===== config.mk =====
export PLATFORM = sky130hd
export DESIGN_NAME = reconfig_timer_bank
export DESIGN_NICKNAME = d
export VERILOG_FILES = /design/src/rtl/reconfig_timer_bank_pkg.sv /design/src/rtl/reconfig_timer_bank_channel.sv /design/src/rtl/reconfig_timer_bank.sv
export SDC_FILE = /design/constraint.sdc
export NUM_CORES = 1
export LEC_CHECK = 0
export ABC_CLOCK_PERIOD_IN_PS = 4040
export CAP_MARGIN = 20
export CORE_ASPECT_RATIO = 0.7
export CORE_MARGIN = 5
export CORE_UTILIZATION = 45
export CTS_BUF_LIST = sky130_fd_sc_hd__clkbuf_8
export DETAILED_ROUTE_END_ITERATION = 7
export HOLD_SLACK_MARGIN = 0.05
export PLACE_DENSITY = 0.76
export SETUP_SLACK_MARGIN = 0.05
export SLEW_MARGIN = 20
export SYNTH_ARGS = -nofsm -noshare
export SYNTH_HDL_FRONTEND = slang
export SYNTH_SLANG_ARGS = --single-unit

===== constraint.sdc =====
create_clock -name clock -period 4.04 [get_ports clock]
set_input_delay 0.808 -clock clock [delete_from_list [all_inputs] [get_ports clock]]
set_output_delay 0.808 -clock clock [all_outputs]
set_load 0.005 [all_outputs]

===== src/rtl/reconfig_timer_bank_pkg.sv =====
// Shared definitions for the reconfigurable timer bank.
//   ch_state_e   : per-channel state encoding (idle / counting / paused)
//   MODE_*       : values of the mode input latched at start
//   pre_width()  : prescaler counter width, at least one bit
package reconfig_timer_bank_pkg;

  typedef enum logic [1:0] {
    ST_IDLE   = 2'd0,
    ST_RUN    = 2'd1,
    ST_PAUSED = 2'd2
  } ch_state_e;

  localparam logic MODE_ONESHOT = 1'b0;
  localparam logic MODE_RELOAD  = 1'b1;

  // A prescale of 1 still needs a one-bit counter register.
  function automatic int unsigned pre_width(input int unsigned prescale);
    return (prescale > 1) ? $clog2(prescale) : 1;
  endfunction

endpackage


===== src/rtl/reconfig_timer_bank_channel.sv =====
// One countdown channel: IDLE/RUN/PAUSED FSM plus counter.
// Ports:
//   clock, rst        clock and asynchronous active-high reset
//   tick              shared prescaler tick (combinational, one cycle wide)
//   start/stop_in/resume  command pulses, priority start > stop_in > resume
//   mode, code        sampled only on start
//   busy              registered, high in RUN or PAUSED
//   time_out          registered one-cycle expiry pulse
//   remaining         registered current count
module reconfig_timer_bank_channel
  import reconfig_timer_bank_pkg::*;
#(
  parameter int unsigned CFG_W      = 4,
  parameter int unsigned UNIT_TICKS = 100,
  parameter int unsigned CNT_W      = 16
) (
  input  logic             clock,
  input  logic             rst,
  input  logic             tick,
  input  logic             start,
  input  logic             stop_in,
  input  logic             resume,
  input  logic             mode,
  input  logic [CFG_W-1:0] code,
  output logic             busy,
  output logic             time_out,
  output logic [CNT_W-1:0] remaining
);

  ch_state_e        state, state_n;
  logic [CNT_W-1:0] count_n;
  logic [CNT_W-1:0] load_q, load_n;
  logic             mode_q, mode_n;
  logic             time_out_n;
  logic [CNT_W-1:0] start_load_c;
  logic             expire_c;

  // Multiply kept at counter width; the top guarantees it cannot overflow.
  assign start_load_c = CNT_W'(code) * CNT_W'(UNIT_TICKS);
  assign expire_c     = tick && (remaining == CNT_W'(1));

  // State and output registers.
  always_ff @(posedge clock or posedge rst) begin
    if (rst) begin
      state     <= ST_IDLE;
      remaining <= '0;
      load_q    <= '0;
      mode_q    <= MODE_ONESHOT;
      time_out  <= 1'b0;
      busy      <= 1'b0;
    end else begin
      state     <= state_n;
      remaining <= count_n;
      load_q    <= load_n;
      mode_q    <= mode_n;
      time_out  <= time_out_n;
      busy      <= (state_n != ST_IDLE);
    end
  end

  // Next-state and counter logic.
  always_comb begin
    state_n    = state;
    count_n    = remaining;
    load_n     = load_q;
    mode_n     = mode_q;
    time_out_n = 1'b0;

    if (start) begin
      load_n  = start_load_c;
      mode_n  = mode;
      count_n = start_load_c;
      if (start_load_c == '0) begin
        state_n    = ST_IDLE;
        time_out_n = 1'b1;
      end else begin
        state_n = ST_RUN;
      end
    end else begin
      case (state)
        ST_RUN: begin
          if (expire_c) begin
            // Expiry beats a coincident stop; the pause only sticks after a reload.
            time_out_n = 1'b1;
            if (mode_q == MODE_RELOAD) begin
              count_n = load_q;
              if (stop_in) state_n = ST_PAUSED;
            end else begin
              count_n = '0;
              state_n = ST_IDLE;
            end
          end else if (stop_in) begin
            state_n = ST_PAUSED;
          end else if (tick && (remaining != '0)) begin
            count_n = remaining - CNT_W'(1);
          end
        end
        ST_PAUSED: begin
          // A simultaneous stop_in outranks resume and keeps the channel paused.
          if (!stop_in && resume) state_n = ST_RUN;
        end
        ST_IDLE: ;
        default: state_n = ST_IDLE;
      endcase
    end
  end

endmodule


===== src/rtl/reconfig_timer_bank.sv =====
// Multi-channel reconfigurable countdown timer bank with a shared prescaler.
// Ports:
//   clock, rst   clock and asynchronous active-high reset
//   start        per-channel: latch config, load and run
//   stop_in      per-channel: pause
//   resume       per-channel: continue a paused count
//   mode         per-channel, 0 = one-shot, 1 = auto-reload (sampled at start)
//   reconfig     channel c code at [c*CFG_W +: CFG_W] (sampled at start)
//   busy         per-channel RUN or PAUSED
//   time_out     per-channel one-cycle expiry pulse
//   remaining    channel c count at [c*CNT_W +: CNT_W]
module reconfig_timer_bank
  import reconfig_timer_bank_pkg::*;
#(
  parameter int unsigned NUM_CH     = 2,
  parameter int unsigned CFG_W      = 4,
  parameter int unsigned UNIT_TICKS = 100,
  parameter int unsigned PRESCALE   = 50,
  parameter int unsigned CNT_W      = 16
) (
  input  logic                    clock,
  input  logic                    rst,
  input  logic [NUM_CH-1:0]       start,
  input  logic [NUM_CH-1:0]       stop_in,
  input  logic [NUM_CH-1:0]       resume,
  input  logic [NUM_CH-1:0]       mode,
  input  logic [NUM_CH*CFG_W-1:0] reconfig,
  output logic [NUM_CH-1:0]       busy,
  output logic [NUM_CH-1:0]       time_out,
  output logic [NUM_CH*CNT_W-1:0] remaining
);

  localparam int unsigned     PRE_W    = pre_width(PRESCALE);
  localparam longint unsigned MAX_LOAD = ((64'd1 << CFG_W) - 64'd1) * 64'(UNIT_TICKS);
  localparam longint unsigned CNT_MAX  = (64'd1 << CNT_W) - 64'd1;

  // Elaboration-time parameter checks.
  if (MAX_LOAD > CNT_MAX) begin : g_cnt_w_too_narrow
    $error("reconfig_timer_bank: CNT_W cannot hold the largest load value");
  end
  if (PRESCALE < 1) begin : g_prescale_zero
    $error("reconfig_timer_bank: PRESCALE must be at least 1");
  end

  logic [PRE_W-1:0] pre_cnt;
  logic             tick_c;

  assign tick_c = (pre_cnt == PRE_W'(PRESCALE - 1));

  // Free-running prescaler shared by every channel; start does not realign it.
  always_ff @(posedge clock or posedge rst) begin
    if (rst)         pre_cnt <= '0;
    else if (tick_c) pre_cnt <= '0;
    else             pre_cnt <= pre_cnt + PRE_W'(1);
  end

  for (genvar c = 0; c < NUM_CH; c++) begin : g_ch
    reconfig_timer_bank_channel #(
      .CFG_W      (CFG_W),
      .UNIT_TICKS (UNIT_TICKS),
      .CNT_W      (CNT_W)
    ) u_channel (
      .clock     (clock),
      .rst       (rst),
      .tick      (tick_c),
      .start     (start[c]),
      .stop_in   (stop_in[c]),
      .resume    (resume[c]),
      .mode      (mode[c]),
      .code      (reconfig[c*CFG_W +: CFG_W]),
      .busy      (busy[c]),
      .time_out  (time_out[c]),
      .remaining (remaining[c*CNT_W +: CNT_W])
    );
  end

endmodule


* After elaboration in Yosys (flattened, before gate mapping)
Index checks and enable logic that the tools add are counted. W data, S select, Z words.
Operators by class: $lt $le $gt $ge 0, multipliers 2, div/mod/pow operators 0, equality and inequality tests 9, add/subtract/negate cells 3, mux-type cells 35, shift-type cells 0, reduce and logical (&&, ||, !) cells 22, bitwise gates (word level) 0
Operators by type and width (count):
- $mux W16 | 10
- $eq A16 B1 Y1 const B | 2
- $logic_not A16 Y1 | 2
- $reduce_bool A16 Y1 | 2
- $sub A16 B1 Y16 const B | 2
- $mux W11 | 2
- $mux W2 | 10
- $mul A4 B5 Y9 const B | 2
- $pmux W2 S3 | 2
- $mux W1 | 10
- $reduce_bool A2 Y1 | 4
- $add A6 B1 Y6 const B | 1
- $eq A6 B6 Y1 const B | 1
- $logic_and A1 B1 Y1 | 6
- $mux W6 | 1
- $ne A3 B2 Y1 const B | 2
- $reduce_and A3 Y1 | 2
- $reduce_bool A3 Y1 | 2
- $eq A2 B1 Y1 const B | 2
- $eq A2 B2 Y1 const B | 2
- $logic_not A2 Y1 | 2
- $logic_not A1 Y1 | 2
Word-level totals: input port bits 18, memory bits (writable) 0, memories kept 0, bits in latches 0, register bits after elaboration 66, memory bits (read-only) 0

* Logic depth before layout (Yosys ltp)
Gate-level depths: netlist (run 1).
word-level depth 7, gate-level depth with buffers 10, mapped depth without buffers 10

* By module
Synthesis (run 1) repeated with hierarchy kept, for this count alone.
Second synthesis, totals: cell total of the unflattened synthesis 453, area, all modules 4291.6 µm²
Modules (own cells, without submodules):
- reconfig_timer_bank_channel at g_ch[0].u_channel | area each 2000.7 µm², sequential area each 750.7 µm², cells each 214, times used 1
- reconfig_timer_bank_channel at g_ch[1].u_channel | area each 2000.7 µm², sequential area each 750.7 µm², cells each 213, times used 1
- reconfig_timer_bank | area each 290.3 µm², sequential area each 150.1 µm², cells each 26, times used 1

* Least setup slack after synthesis (run 1)
Ideal clock, no wire load.
path kind in2reg, start point input reconfig[4], end point register g_ch[1].u_channel.busy, stages 9, path slack 1197 ps, library setup time 127 ps, buffers on the path 0, arrival 2715 ps, cells stage by stage inv_1 -> ha_1 -> ha_1 -> fa_1 -> nor4_1 -> nand3_1 -> nor3b_1 -> a211oi_1 -> or2_2
On the way: cells in the longest elaborated chain, start to end 5
Ends and longest elaborated chain:
- start: declaration | line reconfig_timer_bank.sv:27 | input logic [NUM_CH*CFG_W-1:0] reconfig,
- $mul A4 B5 Y9 | line reconfig_timer_bank_channel.sv:39 | assign start_load_c = CNT_W'(code) * CNT_W'(UNIT_TICKS);
- net g_ch[1].u_channel.start_load_c[7] | line reconfig_timer_bank_channel.sv:35 | logic [CNT_W-1:0] start_load_c;
- $logic_not A16 Y1 | line reconfig_timer_bank_channel.sv:73 | if (start_load_c == '0) begin
- $mux W1 | line reconfig_timer_bank_channel.sv:73
- $mux W2 | line reconfig_timer_bank_channel.sv:69 | if (start) begin
- net g_ch[1].u_channel.state_n[0] | line reconfig_timer_bank_channel.sv:30 | ch_state_e state, state_n;
- $reduce_bool A2 Y1 | line reconfig_timer_bank_channel.sv:57 | busy <= (state_n != ST_IDLE);
- end signal: assignment | line reconfig_timer_bank_channel.sv:57
- end: declaration | line reconfig_timer_bank_channel.sv:25 | output logic busy,
The timed path passes the listed nets, and every way through them passes these cells. A chain may end at the register's enable or synchronous reset.

* Worst setup path in the final report (run 1)
start point input reconfig[5], end point register g_ch[1].u_channel.busy
Same word-level chain as after synthesis.

==> flow_metrics.tcl, run 1 <==
set metrics [dict create \
    cts_tree "built" \
    min-delay-start "g_ch[0].u_channel.load_q[9]$_DFFE_PP0P_" \
    drt_wl_total_um 10900 \
    endpoint_kind "flop" \
    cpPeakStageDelay_ns 0.58 \
    drt_pass1_iterations 5 \
    hold_violations 0 \
    synth_ff_type "dfrtp_1" \
    antenna_found_initial 0 \
    clk_pin_slew_ns 0.08 \
    layout-drive-gt1-share_pct 9.48 \
    whs_ns 0.480 \
    insertion_delay_ns 0.34 \
    skew_ns 0.0123 \
    initial_core_util_pct 45.9 \
    arrival_ns 3.56 \
    yosys_warnings 0 \
    synth.most_common_cell "dfrtp_1" \
    dpl.hpwl_um 7950 \
    ys_types 63 \
    clockBufferDepth 2 \
    tightest_slew_ns 0.718 \
    syn_avg_cell_area_sq_um 9.39 \
    cts.hold.buffers_added 0 \
    grt_pass1_wl_um 18000 \
    cts_resized 0 \
    rr_startpoint "g_ch[1].u_channel.remaining[4]$_DFFE_PP0P_" \
    fillCellCount 767 \
    yosysTopAreaCell "dfrtp_1" \
    num-nets-final 540 \
    synth_area_sq_um 4150 \
    worstPathCellList "clkdlybuf4s50_1 > inv_1 > ha_1 > ha_1 > fa_1 > nor4_1 > nand3_1 > nor3b_1 > a211oi_1 > or2_2" \
    diodes 0 \
    max_freq_mhz 299 \
    dieArea_sq_um 11300 \
    cts_made_buffers 9 \
    holdPathEnd "g_ch[0].u_channel.load_q[9]$_DFFE_PP0P_" \
    leakage_nw 2.07 \
    whs_path_depth 1 \
    critPathRequiredTime_ns 4.26 \
    wire_per_inst_um 17.5 \
    final-seq-area_sq_um 1650 \
    track_usage_pct 19.5 \
    finalPower_w 0.00179 \
    max-slew-margin-rel_pct 52.0 \
    overflow 0 \
    min_path_type "flop to flop" \
    grt_max_degree 33 \
    synth-edff-count 0 \
    synthArstFlopShare_pct 100 \
    postCtsSetupRepairBufs 0 \
    coreArea_sq_um 9030 \
    multi_input_area_sq_um 2260 \
    fp.dieH_um 90.4 \
    drtIter0Drc 304 \
    placed_area_sq_um 4760 \
    cts.sinks 66 \
    rsz0062_at_grt "false" \
    ant_nets 0 \
    cp_common_cell "ha_1" \
    drv_cap 0 \
    worstSetupStartpointType "primary input" \
    fin_crit_ns 3.34 \
    die_x_um 125 \
    io_pins 54 \
    fin_crit_sh_pct 82.7 \
    synth_common_cells "66 x dfrtp_1, 40 x nor2_1, 33 x nand2_1" \
    worstSetupPathType "primary input to flop" \
    fin_area_sq_um 4980 \
    gp_congestion 0.873 \
    clk_root_buffer_cell "clkbuf_8" \
    status "completed" \
    ir_drop_mv 0.155 \
    routed_via_density 5.85 \
    syn-num-nets 491 \
    htree_levels 3 \
    synth_top_area_share_pct 39.8 \
    std_cell_rows 29 \
    syn-instance-count 442 \
    route.detailed.drc 0 \
    tns_ns 0 \
    vias 3627 \
    first_global_vias 3476 \
    r2r_cells 6 \
    cp_max_fo 5 \
    slew_viol_final 0 \
    synth_seq_cells 66 \
    setup_viol 0 \
    area_growth_pct 19.9 \
    finalNonFillerCells 620 \
    numPortBuffers 53 \
    powerDensity_nw_per_um2 360 \
    regToRegSetupSlack_ns 1.20 \
    dp.cells 604 \
    cp_slowest_cell "clkdlybuf4s50_1" \
    yosysSeqAreaShare_pct 39.8 \
    ys_top_cells_by_area "dfrtp_1 40%, ha_1 8.7%, nor2_1 3.6%" \
    regToRegEndpoint "g_ch[1].u_channel.remaining[4]$_DFFE_PP0P_" \
]
-- state kept, by name, indices dropped and copies added (netlist names) --
name,flops
g_ch.u_channel.mode_q,2
g_ch.u_channel.remaining,32
g_ch.u_channel.busy,2
g_ch.u_channel.load_q,18
g_ch.u_channel.time_out,2
pre_cnt,6
g_ch.u_channel.state,4
-- worst max-delay path: cells and delay by family --
family / cells / cell delay [ns]
compound gates: 1 / 0.12
fa+ha+maj: 3 / 0.98
buf+inv: 2 / 0.66
simple gates: 4 / 0.99
-- power breakdown --
part / switching, W / internal, W / total, W
Combinational: 0.000197 / 0.000185 / 0.000382
Sequential: 0.0000743 / 0.000723 / 0.000797
Clock: 0.000268 / 0.000346 / 0.000614
-- metrics by stage --
step                setup WS [ns]  utilization, %
floorplan                    1.20               -
global placement            0.523            52.7
detailed placement          0.359            52.7
CTS                         0.740            55.1
global route                0.580            55.1
finish                      0.697            55.1
-- per-layer routing --
| layer | global-route usage (%) | wire length, um |
|---|---|---|
| met1 | 29.6 | 5220 |
| met2 | 28.1 | 4640 |
| met3 | 4.02 | 863 |
| met4 | 4.84 | 141 |
| met5 | 0 | 0 |
-- how the worst max path moves through the flow --
| stage | start | to | depth (start not counted) | slack, ns |
|---|---|---|---|---|
| 3_5_place_dp | reconfig[5] | g_ch[1].u_channel.busy$_DFF_PP0_ | 10 | 0.36 |
| 3_3_place_gp | reconfig[5] | g_ch[1].u_channel.busy$_DFF_PP0_ | 10 | 0.52 |
| 6_report | reconfig[5] | g_ch[1].u_channel.busy$_DFF_PP0_ | 10 | 0.70 |
| 5_1_grt | reconfig[5] | g_ch[1].u_channel.busy$_DFF_PP0_ | 10 | 0.58 |
| 2_1_floorplan | reconfig[4] | g_ch[1].u_channel.busy$_DFF_PP0_ | 9 | 1.20 |
| 4_1_cts | reconfig[5] | g_ch[1].u_channel.busy$_DFF_PP0_ | 10 | 0.74 |
-- area by class of cell --
class                   count  share of cell area, %
clock buffers               9                   2.49
clock inverters             7                   1.89
multi-input cells         325                   45.5
flip-flops and latches     66                   33.2
inverters                  30                   2.26
repair buffers             59                   11.6
well taps                 124                   3.12
-- kinds of logic (layout without fill, tap and decap cells) --
group / Yosys count / count (layout) / synth area share, %
AO/OA/AOI/OAI: 105 / 105 / 17.2
XOR/XNOR: 20 / 20 / 4.22
adder cells (fa/ha/maj): 31 / 31 / 9.71
buffers and inverters: 51 / 105 / 5.64
flip-flops: 66 / 66 / 39.8
multiplexers: 10 / 10 / 2.68
AND/OR/NAND/NOR: 159 / 159 / 20.8
-- placed cells by master (no fill, tap or decap), types with 13 or more instances in the layout --
| cell | netlist | final |
|---|---|---|
| a21oi_1 | 23 | 23 |
| ha_1 | 29 | 29 |
| dfrtp_1 | 66 | 66 |
| clkdlybuf4s50_1 | 0 | 53 |
| nor3_1 | 13 | 13 |
| nand2_1 | 33 | 33 |
| inv_1 | 28 | 27 |
| xnor2_1 | 16 | 16 |
| o21ai_0 | 24 | 24 |
| nand3_1 | 14 | 14 |
| nor2_1 | 40 | 40 |
Note: power is estimated with default switching activity, not from simulation.
==> run 2, diff against run 1 <==
--- a/config.mk
+++ b/config.mk
@@ -5,7 +5,7 @@
 export SDC_FILE = /design/constraint.sdc
 export NUM_CORES = 1
 export LEC_CHECK = 0
-export ABC_CLOCK_PERIOD_IN_PS = 4040
+export ABC_CLOCK_PERIOD_IN_PS = 3300
 export CAP_MARGIN = 20
 export CORE_ASPECT_RATIO = 0.7
 export CORE_MARGIN = 5
==> constraint.sdc (replaced) <==
create_clock -name clock -period 3.3 [get_ports clock]
set_input_delay 0.66 -clock clock [delete_from_list [all_inputs] [get_ports clock]]
set_output_delay 0.66 -clock clock [all_outputs]
set_load 0.005 [all_outputs]
==> flow_metrics.tcl, run 2 (synthesized netlist as in run 1, its figures left out) <==
set metrics [dict create \
    cts_resized 0 \
    cts.hold.buffers_added 0 \
    num-nets-final 550 \
    tightest_slew_ns 0.762 \
    p_switching_w 0.000645 \
    grt_pass1_wl_um 18000 \
    layout_common_cells "66 x dfrtp_1, 53 x clkdlybuf4s50_1, 40 x nor2_1" \
    arrival_ns 3.24 \
    die_x_um 125 \
    area_growth_pct 22.0 \
    io_pins 54 \
    worstSetupPathType "primary input to flop" \
    ant_nets 0 \
    max_freq_mhz 331 \
    finalPower_w 0.00221 \
    largest_register "g_ch.u_channel.remaining" \
    hold_violations 0 \
    combPwrFrac_pct 21.9 \
    htree_levels 3 \
    rsz0062_at_grt "false" \
    initial_core_util_pct 45.9 \
    final_common_cell "dfrtp_1" \
    wl_met2_um 4780 \
    fp.dieH_um 90.4 \
    slew_viol_final 0 \
    track_usage_pct 19.4 \
    pre_cts_ws_ns -0.0877 \
    met1_length_um 5050 \
    fin_crit_ns 3.02 \
    clk_pin_slew_ns 0.07 \
    coreArea_sq_um 9030 \
    powerDensity_nw_per_um2 437 \
    wl_met3_um 1030 \
    leakage_nw 2.13 \
    gp_congestion 0.920 \
    dpl.hpwl_um 8090 \
    fin_crit_sh_pct 91.6 \
    p_seq_share_pct 44.3 \
    reg.largest.list "g_ch.u_channel.remaining (32), g_ch.u_channel.load_q (18), pre_cnt (6)" \
    vias 3635 \
    wire_per_inst_um 17.5 \
    route.detailed.drc 0 \
    cts_made_buffers 9 \
    postCtsSetupRepairBufs 0 \
    grt_max_degree 67 \
    antenna_found_initial 0 \
    largest_reg_flops 32 \
    skew_ns 0.00734 \
    ir_drop_mv 0.232 \
    drv_cap 0 \
    std_cell_rows 29 \
    drt_wl_total_um 11000 \
    numPortBuffers 53 \
    internal_power_w 0.00157 \
    setup_viol 0 \
    routed_via_density 5.78 \
    drtIter0Drc 365 \
    dieArea_sq_um 11300 \
    insertion_delay_ns 0.34 \
    overflow 0 \
    cts.sinks 66 \
    clockBufferDepth 2 \
    worstSetupStartpointType "primary input" \
    first_global_vias 3548 \
    setup_slack_ns 0.278 \
    layout-drive-gt1-share_pct 11.1 \
    diodes 0 \
    clk_root_buffer_cell "clkbuf_8" \
    topRoutingLayerUsed "met4" \
    min_path_type "flop to flop" \
    cts_tree "built" \
    p_clk_share_pct 33.9 \
    switching_share_pct 29.2 \
    critPathRequiredTime_ns 3.52 \
    max-slew-margin-rel_pct 48.7 \
    status "completed" \
    cp_max_fo 2 \
    endpoint_kind "flop" \
    drt_pass1_iterations 5 \
]
==> run 2: layout make-up <==
type	count	area, sq um
multi-input cells	325	2260
well taps	124	155
repair buffers	69	663
fillers	788	3970
clock buffers	10	138
clock inverters	5	78.8
flip-flops and latches	66	1650
inverters	30	113
==> run 2: worst max-delay path, cell delays in order <==
cell and delay (ns):
clkdlybuf4s50_1 0.48, inv_1 0.05, ha_1 0.28, ha_1 0.23
fa_1 0.46, nor4_1 0.29, nand3_1 0.12, nor3b_1 0.26
a211oi_1 0.11, or2_2 0.31
==> run 2: routing by layer <==
metal / vias to the layer above / GRT usage [%]
met5: - / 0
met4: 0 / 5.84
met3: 15 / 5.91
met2: 173 / 27.8
met1: 1739 / 28.1
li1: 1708 / -
==> run 2: power groups by stage <==
stage | logic, W | registers [W] | clock network [W]
5_1_grt | 0.000531 | 0.000988 | 0.000799
2_1_floorplan | 0.000290 | 0.000965 | 0
4_1_cts | 0.000481 | 0.000974 | 0.000768
6_report | 0.000484 | 0.000978 | 0.000749
3_5_place_dp | 0.000478 | 0.000989 | 0
3_3_place_gp | 0.000465 | 0.000988 | 0
==> run 2: metrics by stage <==
step	hold WS, ns	utilization (%)	area [sq um]	std cells	setup TNS [ns]
3_3_place_gp	0.462	53.6	4850	614	0
4_1_cts	0.486	56.0	5060	629	0
5_1_grt	0.519	56.0	5060	629	0
6_report	0.485	56.0	5060	629	0
2_1_floorplan	0.444	-	4150	442	0
3_5_place_dp	0.469	53.6	4850	614	-0.0926
==> run 2: path summary, 6_finish.rpt <==
| check | start | to | slack, ns | depth (start not counted) |
|---|---|---|---|---|
| worst max-delay path | reconfig[4] | g_ch[1].u_channel.busy$_DFF_PP0_ | 0.28 | 10 |
| worst min-delay path | g_ch[0].u_channel.load_q[8]$_DFFE_PP0P_ | g_ch[0].u_channel.load_q[8]$_DFFE_PP0P_ | 0.48 | 1 |
| worst max register to register | g_ch[1].u_channel.remaining[4]$_DFFE_PP0P_ | g_ch[1].u_channel.remaining[4]$_DFFE_PP0P_ | 0.45 | 6 |
| worst min register to register | g_ch[0].u_channel.load_q[8]$_DFFE_PP0P_ | g_ch[0].u_channel.load_q[8]$_DFFE_PP0P_ | 0.48 | 1 |
| max in group asynchronous | rst | g_ch[0].u_channel.time_out$_DFF_PP0_ | 2.31 | 3 |
| min in group asynchronous | rst | g_ch[0].u_channel.remaining[15]$_DFFE_PP0P_ | 0.70 | 3 |
==> run 3, diff against run 2 <==
--- a/config.mk
+++ b/config.mk
@@ -7,7 +7,6 @@
 export LEC_CHECK = 0
 export ABC_CLOCK_PERIOD_IN_PS = 3300
 export CAP_MARGIN = 20
-export CORE_ASPECT_RATIO = 0.7
 export CORE_MARGIN = 5
 export CORE_UTILIZATION = 45
 export CTS_BUF_LIST = sky130_fd_sc_hd__clkbuf_8
==> flow_metrics.tcl, run 3 (synthesized netlist as in run 1, its figures left out) <==
set metrics [dict create \
    fp.dieH_um 106 \
    met3_usage_pct 4.49 \
    coreArea_sq_um 9110 \
    clockBufferDepth 2 \
    gp_congestion 0.853 \
    critPathRequiredTime_ns 3.54 \
    grt_pass1_wl_um 17400 \
    layout-drive-gt1-share_pct 12.1 \
    skew_ns 0.00884 \
    antenna_found_initial 0 \
    max-slew-margin-rel_pct 57.6 \
    leakage_nw 2.14 \
    first_global_vias 3499 \
    arrival_ns 3.30 \
    setup_viol 0 \
    crit_buf_inv 3 \
    fin_area_sq_um 5050 \
    max_freq_mhz 326 \
    worstSetupPathType "primary input to flop" \
    overflow 0 \
    htree_levels 3 \
    grt_use_met1_pct 26.6 \
    postCtsSetupRepairBufs 0 \
    clk_pin_slew_ns 0.08 \
    finalPower_w 0.00212 \
    io_pins 54 \
    reg.largest.list "g_ch.u_channel.remaining (32), g_ch.u_channel.load_q (18), pre_cnt (6)" \
    whs_ns 0.478 \
    cp_max_fo 2 \
    met2_usage_pct 29.4 \
    ir_drop_mv 0.214 \
    dpl.hpwl_um 7760 \
    cp_common_cell "ha_1" \
    drtIter0Drc 276 \
    routed_via_density 5.85 \
    cts_made_buffers 9 \
    cts_resized 0 \
    grt.busiest_layer "met2" \
    clk_root_buffer_cell "clkbuf_8" \
    vias 3640 \
    cts.hold.buffers_added 0 \
    endpoint_kind "flop" \
    area_growth_pct 21.7 \
    largest_reg_flops 32 \
    dieArea_sq_um 11200 \
    min_path_type "flop to flop" \
    fillCellCount 817 \
    initial_core_util_pct 45.6 \
    wire_per_inst_um 16.5 \
    std_cell_rows 35 \
    tns_ns 0 \
    crit_family "simple AND/OR/NAND/NOR gates" \
    powerDensity_nw_per_um2 419 \
    ant_nets 0 \
    layout_common_cells "66 x dfrtp_1, 53 x clkdlybuf4s50_1, 40 x nor2_1" \
    rsz0062_at_grt "false" \
    setup_slack_ns 0.236 \
    drv_cap 0 \
    pre_cts_ws_ns -0.113 \
    cpPeakStageDelay_ns 0.49 \
    status "completed" \
    final_common_cell "dfrtp_1" \
    cp_slowest_cell "clkdlybuf4s50_1" \
    track_usage_pct 19.1 \
    largest_register "g_ch.u_channel.remaining" \
    worstSetupStartpointType "primary input" \
    drt_wl_total_um 10300 \
    grt_max_degree 34 \
    worstPathCellList "clkdlybuf4s50_1 > inv_1 > ha_1 > ha_1 > fa_1 > nor4_1 > nand3_1 > nor3b_1 > buf_4 > a211oi_1 > or2_2" \
    diodes 0 \
    die_x_um 106 \
    insertion_delay_ns 0.35 \
    cts_tree "built" \
    route.detailed.drc 0 \
    tightest_slew_ns 0.634 \
    fin_crit_ns 3.06 \
    drt_pass1_iterations 5 \
    cts.sinks 66 \
    placed_area_sq_um 4860 \
    num-nets-final 555 \
    slew_viol_final 0 \
    hold_violations 0 \
    numPortBuffers 53 \
    fin_crit_sh_pct 92.9 \
]
[run 3: cell type report]
| class | instances | area [sq um] | area share, % |
|---|---|---|---|
| inverter | 30 | 113 | 2.23 |
| tap | 111 | 139 | 2.75 |
| timing repair buffer | 74 | 688 | 13.6 |
| multi-input combinational | 325 | 2260 | 44.8 |
| clock buffer | 9 | 124 | 2.45 |
| clock inverter | 7 | 70.1 | 1.39 |
| sequential | 66 | 1650 | 32.7 |
[run 3: where the power goes]
part	switching (W)	leakage, nW	internal [W]
Clock	0.000320	0.0990	0.000347
Combinational	0.000232	1.23	0.000242
Sequential	0.0000916	0.813	0.000885
Total	0.000644	2.14	0.00147
[run 3: final timing paths]
path,slack [ns],startpoint,cells after the start,to
setup reg to reg,0.50,g_ch[1].u_channel.remaining[10]$_DFFE_PP0P_,6,g_ch[1].u_channel.remaining[9]$_DFFE_PP0P_
setup / recovery,0.24,reconfig[5],11,g_ch[1].u_channel.busy$_DFF_PP0_
max in group asynchronous,1.94,rst,3,g_ch[0].u_channel.state[0]$_DFF_PP0_
hold / removal,0.48,g_ch[0].u_channel.load_q[9]$_DFFE_PP0P_,1,g_ch[0].u_channel.load_q[9]$_DFFE_PP0P_
min in group asynchronous,0.72,rst,2,g_ch[1].u_channel.time_out$_DFF_PP0_
hold reg to reg,0.48,g_ch[0].u_channel.load_q[9]$_DFFE_PP0P_,1,g_ch[0].u_channel.load_q[9]$_DFFE_PP0P_
[run 3: routing by layer]
layer / up-vias / wire [um]
met4: 0 / 145
met2: 153 / 4850
li1: 1721 / -
met1: 1750 / 4500
met5: - / 0
met3: 16 / 770
[run 3: stage by stage]
| step | instances | util, % |
|---|---|---|
| after floorplan | 442 | - |
| after global placement | 606 | 53.3 |
| after detailed placement | 606 | 53.3 |
| after CTS | 622 | 55.4 |
| after global routing | 622 | 55.4 |
| final | 622 | 55.4 |
